## config.mk

```make
export PLATFORM = sky130hd
export DESIGN_NAME = piso_shift_register_8bit
export DESIGN_NICKNAME = d
export VERILOG_FILES = /design/src/rtl/piso_pkg.sv /design/src/rtl/piso_shift_register_8bit_chk.sv /design/src/rtl/piso_shift_register_8bit.sv
export SDC_FILE = /design/constraint.sdc
export NUM_CORES = 1
export LEC_CHECK = 0
export BUFFER_PORTS_ARGS = -buffer_cell sky130_fd_sc_hd__buf_2
export CORE_MARGIN = 1.5
export CORE_UTILIZATION = 54
export CTS_CLUSTER_DIAMETER = 150
export DETAILED_ROUTE_END_ITERATION = 10
export GPL_TIMING_DRIVEN = 0
export PLACE_DENSITY = 0.76
export SETUP_SLACK_MARGIN = 0.05
export SLEW_MARGIN = 20
export SYNTH_ARGS = -nofsm -noshare
export SYNTH_HDL_FRONTEND = slang
export SYNTH_SLANG_ARGS = --single-unit
```

## constraint.sdc

```tcl
create_clock -name CLK -period 1.82 [get_ports CLK]
set_clock_uncertainty 0.2 [all_clocks]
set_input_delay 0.364 -clock CLK [delete_from_list [all_inputs] [get_ports CLK]]
set_output_delay 0.364 -clock CLK [all_outputs]
set_load 0.005 [all_outputs]
```

## src/rtl/piso_pkg.sv

```systemverilog
// Shared types and helpers for the parallel-in, serial-out transmitter.
package piso_pkg;

  localparam int DEFAULT_WIDTH = 8;

  localparam logic [0:0] ST_IDLE  = 1'b0;
  localparam logic [0:0] ST_SHIFT = 1'b1;

  typedef enum logic {
    IDLE  = ST_IDLE,
    SHIFT = ST_SHIFT
  } piso_state_e;

  function automatic int cnt_width(input int width);
    return $clog2(width);
  endfunction

endpackage

```

## src/rtl/piso_shift_register_8bit_chk.sv

```systemverilog
// Structural invariants of the serial transmitter, observed on its registered outputs.
module piso_shift_register_8bit_chk #(
  parameter int CW = 3
) (
  input logic          clk,
  input logic          rst_n,
  input logic [CW-1:0] cnt,
  input logic [CW-1:0] cnt_last,
  input logic          data_out,
  input logic          bit_valid,
  input logic          busy,
  input logic          load_ready,
  input logic          word_done
);

  a_busy_consistent: assert property (@(posedge clk) disable iff (!rst_n)
    busy == (bit_valid || !load_ready));

  a_idle_line_low: assert property (@(posedge clk) disable iff (!rst_n)
    !bit_valid |-> !data_out);

  a_cnt_in_range: assert property (@(posedge clk) disable iff (!rst_n)
    cnt <= cnt_last);

  a_done_after_bit: assert property (@(posedge clk) disable iff (!rst_n)
    word_done |-> $past(bit_valid));

endmodule

```

## src/rtl/piso_shift_register_8bit.sv

```systemverilog
// Parallel-in, serial-out shift register with a one-word holding buffer and
// valid/ready load handshake; DATA_OUT/SHIFT_ENABLE feed the matching receiver.
module piso_shift_register_8bit
  import piso_pkg::*;
#(
  parameter int WIDTH     = DEFAULT_WIDTH,
  parameter bit MSB_FIRST = 1'b1
) (
  input  logic             CLK,
  input  logic             RESET_N,
  input  logic             LOAD_VALID,
  output logic             LOAD_READY,
  input  logic [WIDTH-1:0] PAR_IN,
  input  logic             SHIFT_ENABLE,
  output logic             DATA_OUT,
  output logic             BIT_VALID,
  output logic             BUSY,
  output logic             WORD_DONE
);

  localparam int            CW       = cnt_width(WIDTH);
  localparam logic [CW-1:0] CNT_LAST = CW'(WIDTH - 1);
  localparam logic [CW-1:0] CNT_ONE  = CW'(32'd1);
  localparam logic [CW-1:0] CNT_ZERO = CW'(32'd0);

  piso_state_e      state_r,      nxt_state_s;
  logic [WIDTH-1:0] sreg_r,       nxt_sreg_s;
  logic [CW-1:0]    cnt_r,        nxt_cnt_s;
  logic [WIDTH-1:0] hold_r,       nxt_hold_s;
  logic             hold_valid_r, nxt_hold_valid_s;
  logic             nxt_done_s;
  logic             nxt_out_s;
  logic             accept_s;
  logic [WIDTH-1:0] shifted_s;

  logic data_out_r;
  logic bit_valid_r;
  logic busy_r;
  logic word_done_r;
  logic load_ready_r;

  // load_ready_r mirrors !hold_valid_r, so the handshake never depends on inputs combinationally
  assign accept_s = LOAD_VALID & load_ready_r;

  // Shift one position toward the output end, zero-filling the vacated bit
  always_comb begin
    if (MSB_FIRST) begin
      shifted_s = {sreg_r[WIDTH-2:0], 1'b0};
    end else begin
      shifted_s = {1'b0, sreg_r[WIDTH-1:1]};
    end
  end

  // Next-state logic for the shift core and the holding register
  always_comb begin
    nxt_state_s      = state_r;
    nxt_sreg_s       = sreg_r;
    nxt_cnt_s        = cnt_r;
    nxt_hold_s       = hold_r;
    nxt_hold_valid_s = hold_valid_r;
    nxt_done_s       = 1'b0;

    case (state_r)
      IDLE: begin
        if (hold_valid_r) begin
          nxt_sreg_s       = hold_r;
          nxt_hold_valid_s = 1'b0;
          nxt_cnt_s        = CNT_ZERO;
          nxt_state_s      = SHIFT;
        end else begin
          nxt_state_s = IDLE;
        end
      end
      SHIFT: begin
        if (SHIFT_ENABLE) begin
          if (cnt_r == CNT_LAST) begin
            nxt_done_s = 1'b1;
            // Chain straight into the held word so the serial stream has no bubble
            if (hold_valid_r) begin
              nxt_sreg_s       = hold_r;
              nxt_hold_valid_s = 1'b0;
              nxt_cnt_s        = CNT_ZERO;
              nxt_state_s      = SHIFT;
            end else begin
              nxt_state_s = IDLE;
            end
          end else begin
            nxt_sreg_s = shifted_s;
            nxt_cnt_s  = cnt_r + CNT_ONE;
          end
        end else begin
          nxt_state_s = SHIFT;
        end
      end
      default: begin
        nxt_state_s = IDLE;
      end
    endcase

    // An accept only happens with the holder empty, so it never collides with a transfer
    if (accept_s) begin
      nxt_hold_s       = PAR_IN;
      nxt_hold_valid_s = 1'b1;
    end else begin
      nxt_hold_s = nxt_hold_s;
    end
  end

  // Serial bit presented after the coming edge; the line idles low
  always_comb begin
    if (nxt_state_s == SHIFT) begin
      if (MSB_FIRST) begin
        nxt_out_s = nxt_sreg_s[WIDTH-1];
      end else begin
        nxt_out_s = nxt_sreg_s[0];
      end
    end else begin
      nxt_out_s = 1'b0;
    end
  end

  // State, datapath and registered outputs
  always_ff @(posedge CLK or negedge RESET_N) begin
    if (!RESET_N) begin
      state_r      <= IDLE;
      sreg_r       <= '0;
      cnt_r        <= CNT_ZERO;
      hold_r       <= '0;
      hold_valid_r <= 1'b0;
      data_out_r   <= 1'b0;
      bit_valid_r  <= 1'b0;
      busy_r       <= 1'b0;
      word_done_r  <= 1'b0;
      load_ready_r <= 1'b1;
    end else begin
      state_r      <= nxt_state_s;
      sreg_r       <= nxt_sreg_s;
      cnt_r        <= nxt_cnt_s;
      hold_r       <= nxt_hold_s;
      hold_valid_r <= nxt_hold_valid_s;
      data_out_r   <= nxt_out_s;
      bit_valid_r  <= (nxt_state_s == SHIFT);
      busy_r       <= (nxt_state_s == SHIFT) || nxt_hold_valid_s;
      word_done_r  <= nxt_done_s;
      load_ready_r <= !nxt_hold_valid_s;
    end
  end

  assign DATA_OUT   = data_out_r;
  assign BIT_VALID  = bit_valid_r;
  assign BUSY       = busy_r;
  assign WORD_DONE  = word_done_r;
  assign LOAD_READY = load_ready_r;

  piso_shift_register_8bit_chk #(
    .CW(CW)
  ) u_chk (
    .clk        (CLK),
    .rst_n      (RESET_N),
    .cnt        (cnt_r),
    .cnt_last   (CNT_LAST),
    .data_out   (data_out_r),
    .bit_valid  (bit_valid_r),
    .busy       (busy_r),
    .load_ready (load_ready_r),
    .word_done  (word_done_r)
  );

endmodule

```

==> flow_metrics.py <==
metrics = {
    "clocking": {
        "cts.clk_slew.worst_paths_ns": 0.15,
        "cts_tree": "done",
        "htreeDepth": 1,
        "cts_buffers": 3,
        "cts_root_buffer": "clkbuf_4",
        "clk_latency_ns": 0.33,
        "clock-sinks": 25,
        "clk_path_buf_depth": 2,
    },
    "floorplanning": {
        "row_count": 16,
        "design.portCount": 17,
        "die_area_um2": 2442,
        "die_h_um": 49.42,
        "core_area_um2": 2002,
        "fp.dieW_um": 49.42,
        "initial_core_util_pct": 58.12,
    },
    "status": {
        "status": "complete, no violations",
    },
    "grt": {
        "grt_usage_pct": 19.23,
        "antenna_found_initial": 0,
        "grt_pass1_wl_um": 3608,
        "grt_pass1_vias": 827,
        "grt_max_degree": 26,
        "grt_overflow": 0,
    },
    "timing": {
        "rsz0062_at_grt": "false",
        "finalHoldViolations": 0,
        "final.period_utilization_pct": 93.74,
        "maxSlewHeadroom_pct": 63.82,
        "setup-violations-final": 0,
        "worstMarginPinSlew_ns": 0.5428,
        "tns_ns": 0,
        "max_freq_mhz": 586.1,
        "slew_violations": 0,
        "timing.final.crit_period_ns": 1.706,
    },
    "power": {
        "peakVddDrop_mv": 0.7554,
        "share_clk_of_total_power_pct": 14.1,
        "switching_power_mw": 0.6239,
        "cellLeakagePower_nw": 0.6332,
        "total_power_mw": 1.866,
        "share_comb_of_total_power_pct": 35.6,
        "seq_power_share_pct": 50.4,
        "intPower_mw": 1.243,
        "power_density_nw_per_um2": 1380,
        "p_sw_share_pct": 33.43,
    },
    "logic_synthesis": {
        "async_flop_share_pct": 100.0,
        "seq_area_frac_synth_pct": 53.87,
        "post_synth.cell_area_avg_um2": 11.87,
        "yosysWarnings": 0,
        "synth_fp_nets": 113,
        "ys_ff_latch": 25,
        "synthTopCellsByArea": "dfrtp_1 52%, mux2_2 7.7%, mux2i_1 4.3%, a22oi_1 3.2%, ha_1 3.2%",
        "netlist_top_cells_count": "24 x dfrtp_1, 8 x mux2_2",
        "synth_top_area_cell": "dfrtp_1",
        "synth_ff_type": "dfrtp_1",
        "syn_inst": 98,
        "synth_cell_types": 29,
        "synth_edf_count": 0,
        "yosysMostFrequentCell": "dfrtp_1",
        "synth_top_area_share_pct": 51.61,
        "syn_area_um2": 1164,
    },
    "detailed_routing": {
        "num_vias": 836,
        "drt_pass1_iterations": 4,
        "antenna_left": 0,
        "drt-total-wl_um": 2092,
        "met3_length_um": 97,
        "post_drt_wl_per_cell_um": 14.23,
        "drc_errors": 0,
        "drt-vias-per-instance": 5.687,
        "drtIter0Drc": 19,
        "top_layer": "met4",
        "dr_wl_met2_um": 1006,
        "wl_met1_um": 970,
    },
    "cells_and_area": {
        "design_area_um2": 1353,
        "post-route-util_pct": 67.56,
        "layout-drive-gt1-share_pct": 36.67,
        "syn2layout_area_growth_pct": 16.24,
        "num_antenna_cells": 0,
        "fin_nets": 136,
    },
    "placed_design": {
        "post_dp_cell_area_um2": 1277,
        "io_buffer_count": 16,
        "hpwl_um": 1448,
        "place_congestion": 0.7810,
    },
    "setup_path": {
        "cp-start-kind": "register",
        "worstSetupPathType": "register to register",
        "critPathRequiredTime_ns": 1.84,
        "crit_path_max_fanout": 5,
        "cp-end-kind": "register",
        "cp_data_arrival_time_ns": 1.73,
    },
    "job": {
        "drv_cap": 0,
    },
    "min_path": {
        "hold_class": "input port to register",
    },
}
==> sequential cells by signal (all words and copies together) (netlist names) <==
register,count
hold_valid_r,1
DATA_OUT,1
LOAD_READY,1
WORD_DONE,1
cnt_r,3
BIT_VALID,1
BUSY,1
sreg_r,8
hold_r,8
==> logic make-up after synthesis <==
| logic type | count (synthesis) | synth area share [%] |
|---|---|---|
| fa+ha+maj | 3 | 3.226 |
| simple gates | 19 | 8.174 |
| flops | 25 | 53.87 |
| compound gates | 28 | 18.17 |
| mux | 13 | 12.04 |
| buf+inv | 10 | 4.516 |
==> area by class of cell <==
| type | count | area (µm²) |
|---|---|---|
| clock inverter | 1 | 7.507 |
| clock buffer | 3 | 22.52 |
| timing repair buffer | 18 | 97.59 |
| sequential | 25 | 626.9 |
| multi-input combinational | 63 | 511.7 |
| inverter | 5 | 18.77 |
| fill | 166 | 649.4 |
| buffer | 5 | 33.78 |
| tap | 27 | 33.78 |
==> path summary, 6_finish.rpt <==
path,start,cells after the start,slack [ns],end
worst max register to register,cnt_r[0],5,0.11,sreg_r[4]
worst max-delay path,cnt_r[0],5,0.11,sreg_r[4]
min in group asynchronous,RESET_N,2,0.32,BIT_VALID
worst min register to register,hold_r[4],1,0.32,hold_r[4]
max in group asynchronous,RESET_N,2,0.72,sreg_r[0]
worst min-delay path,PAR_IN[1],2,0.05,hold_r[1]
==> routing by layer <==
metal / up-vias / global-route usage, %
li1: 400 / -
met1: 409 / 25.20
met2: 25 / 31.53
met3: 2 / 3.067
met4: 0 / 8.333
met5: - / 0
==> what timing repair did <==
action | 4_1_cts | 5_1_grt
endpoints found under the setup margin | 3 | 9
resized for setup | 1 | 6
buffers inserted | 1 | 0
gates cloned | 0 | 0
hold buffers | 1 | 0
hold endpoints to repair | 24 | 0
==> power by group through the flow <==
stage	sequential (mW)	combinational, mW	clock, mW
2_1_floorplan	0.909	0.503	0
3_3_place_gp	0.937	0.613	0
3_5_place_dp	0.946	0.636	0
4_1_cts	0.930	0.650	0.270
5_1_grt	0.971	0.744	0.284
6_report	0.940	0.664	0.262
==> per-stage QoR <==
| stage | worst slack [ns] | hold slack [ns] | std cells |
|---|---|---|---|
| finish | 0.1139 | 0.04874 | 147 |
| CTS | 0.05475 | 0.04647 | 147 |
| global placement | 0.05231 | 0.1769 | 141 |
| global route | 0.07025 | 0.04722 | 147 |
| floorplan | 0.1832 | -0.1316 | 98 |
| detailed placement | 0.05231 | 0.1791 | 141 |
==> placed cells by master (no fill, tap or decap), drive strengths merged, types with 2 or more instances in the layout <==
cell type | netlist | routed
inv | 5 | 5
mux2i | 5 | 5
nand2 | 5 | 5
nor2 | 5 | 5
dfrtp | 24 | 24
a21oi | 3 | 3
o22ai | 5 | 5
clkbuf | 0 | 3
buf | 5 | 22
a31oi | 2 | 2
ha | 3 | 3
a22o | 4 | 4
nand2b | 3 | 3
a32o | 3 | 3
mux2 | 8 | 8
a21boi | 2 | 2
a22oi | 5 | 5
o21ai | 2 | 2
nand3 | 2 | 2
==> critical path, cell delays in order, from the launching register on <==
cell and delay [ns]:
dfrtp_1 0.43, ha_2 0.20, ha_2 0.20, and2b_2 0.25
o21ai_0 0.10, a32o_1 0.21
Note: power is estimated with default switching activity, not from simulation.
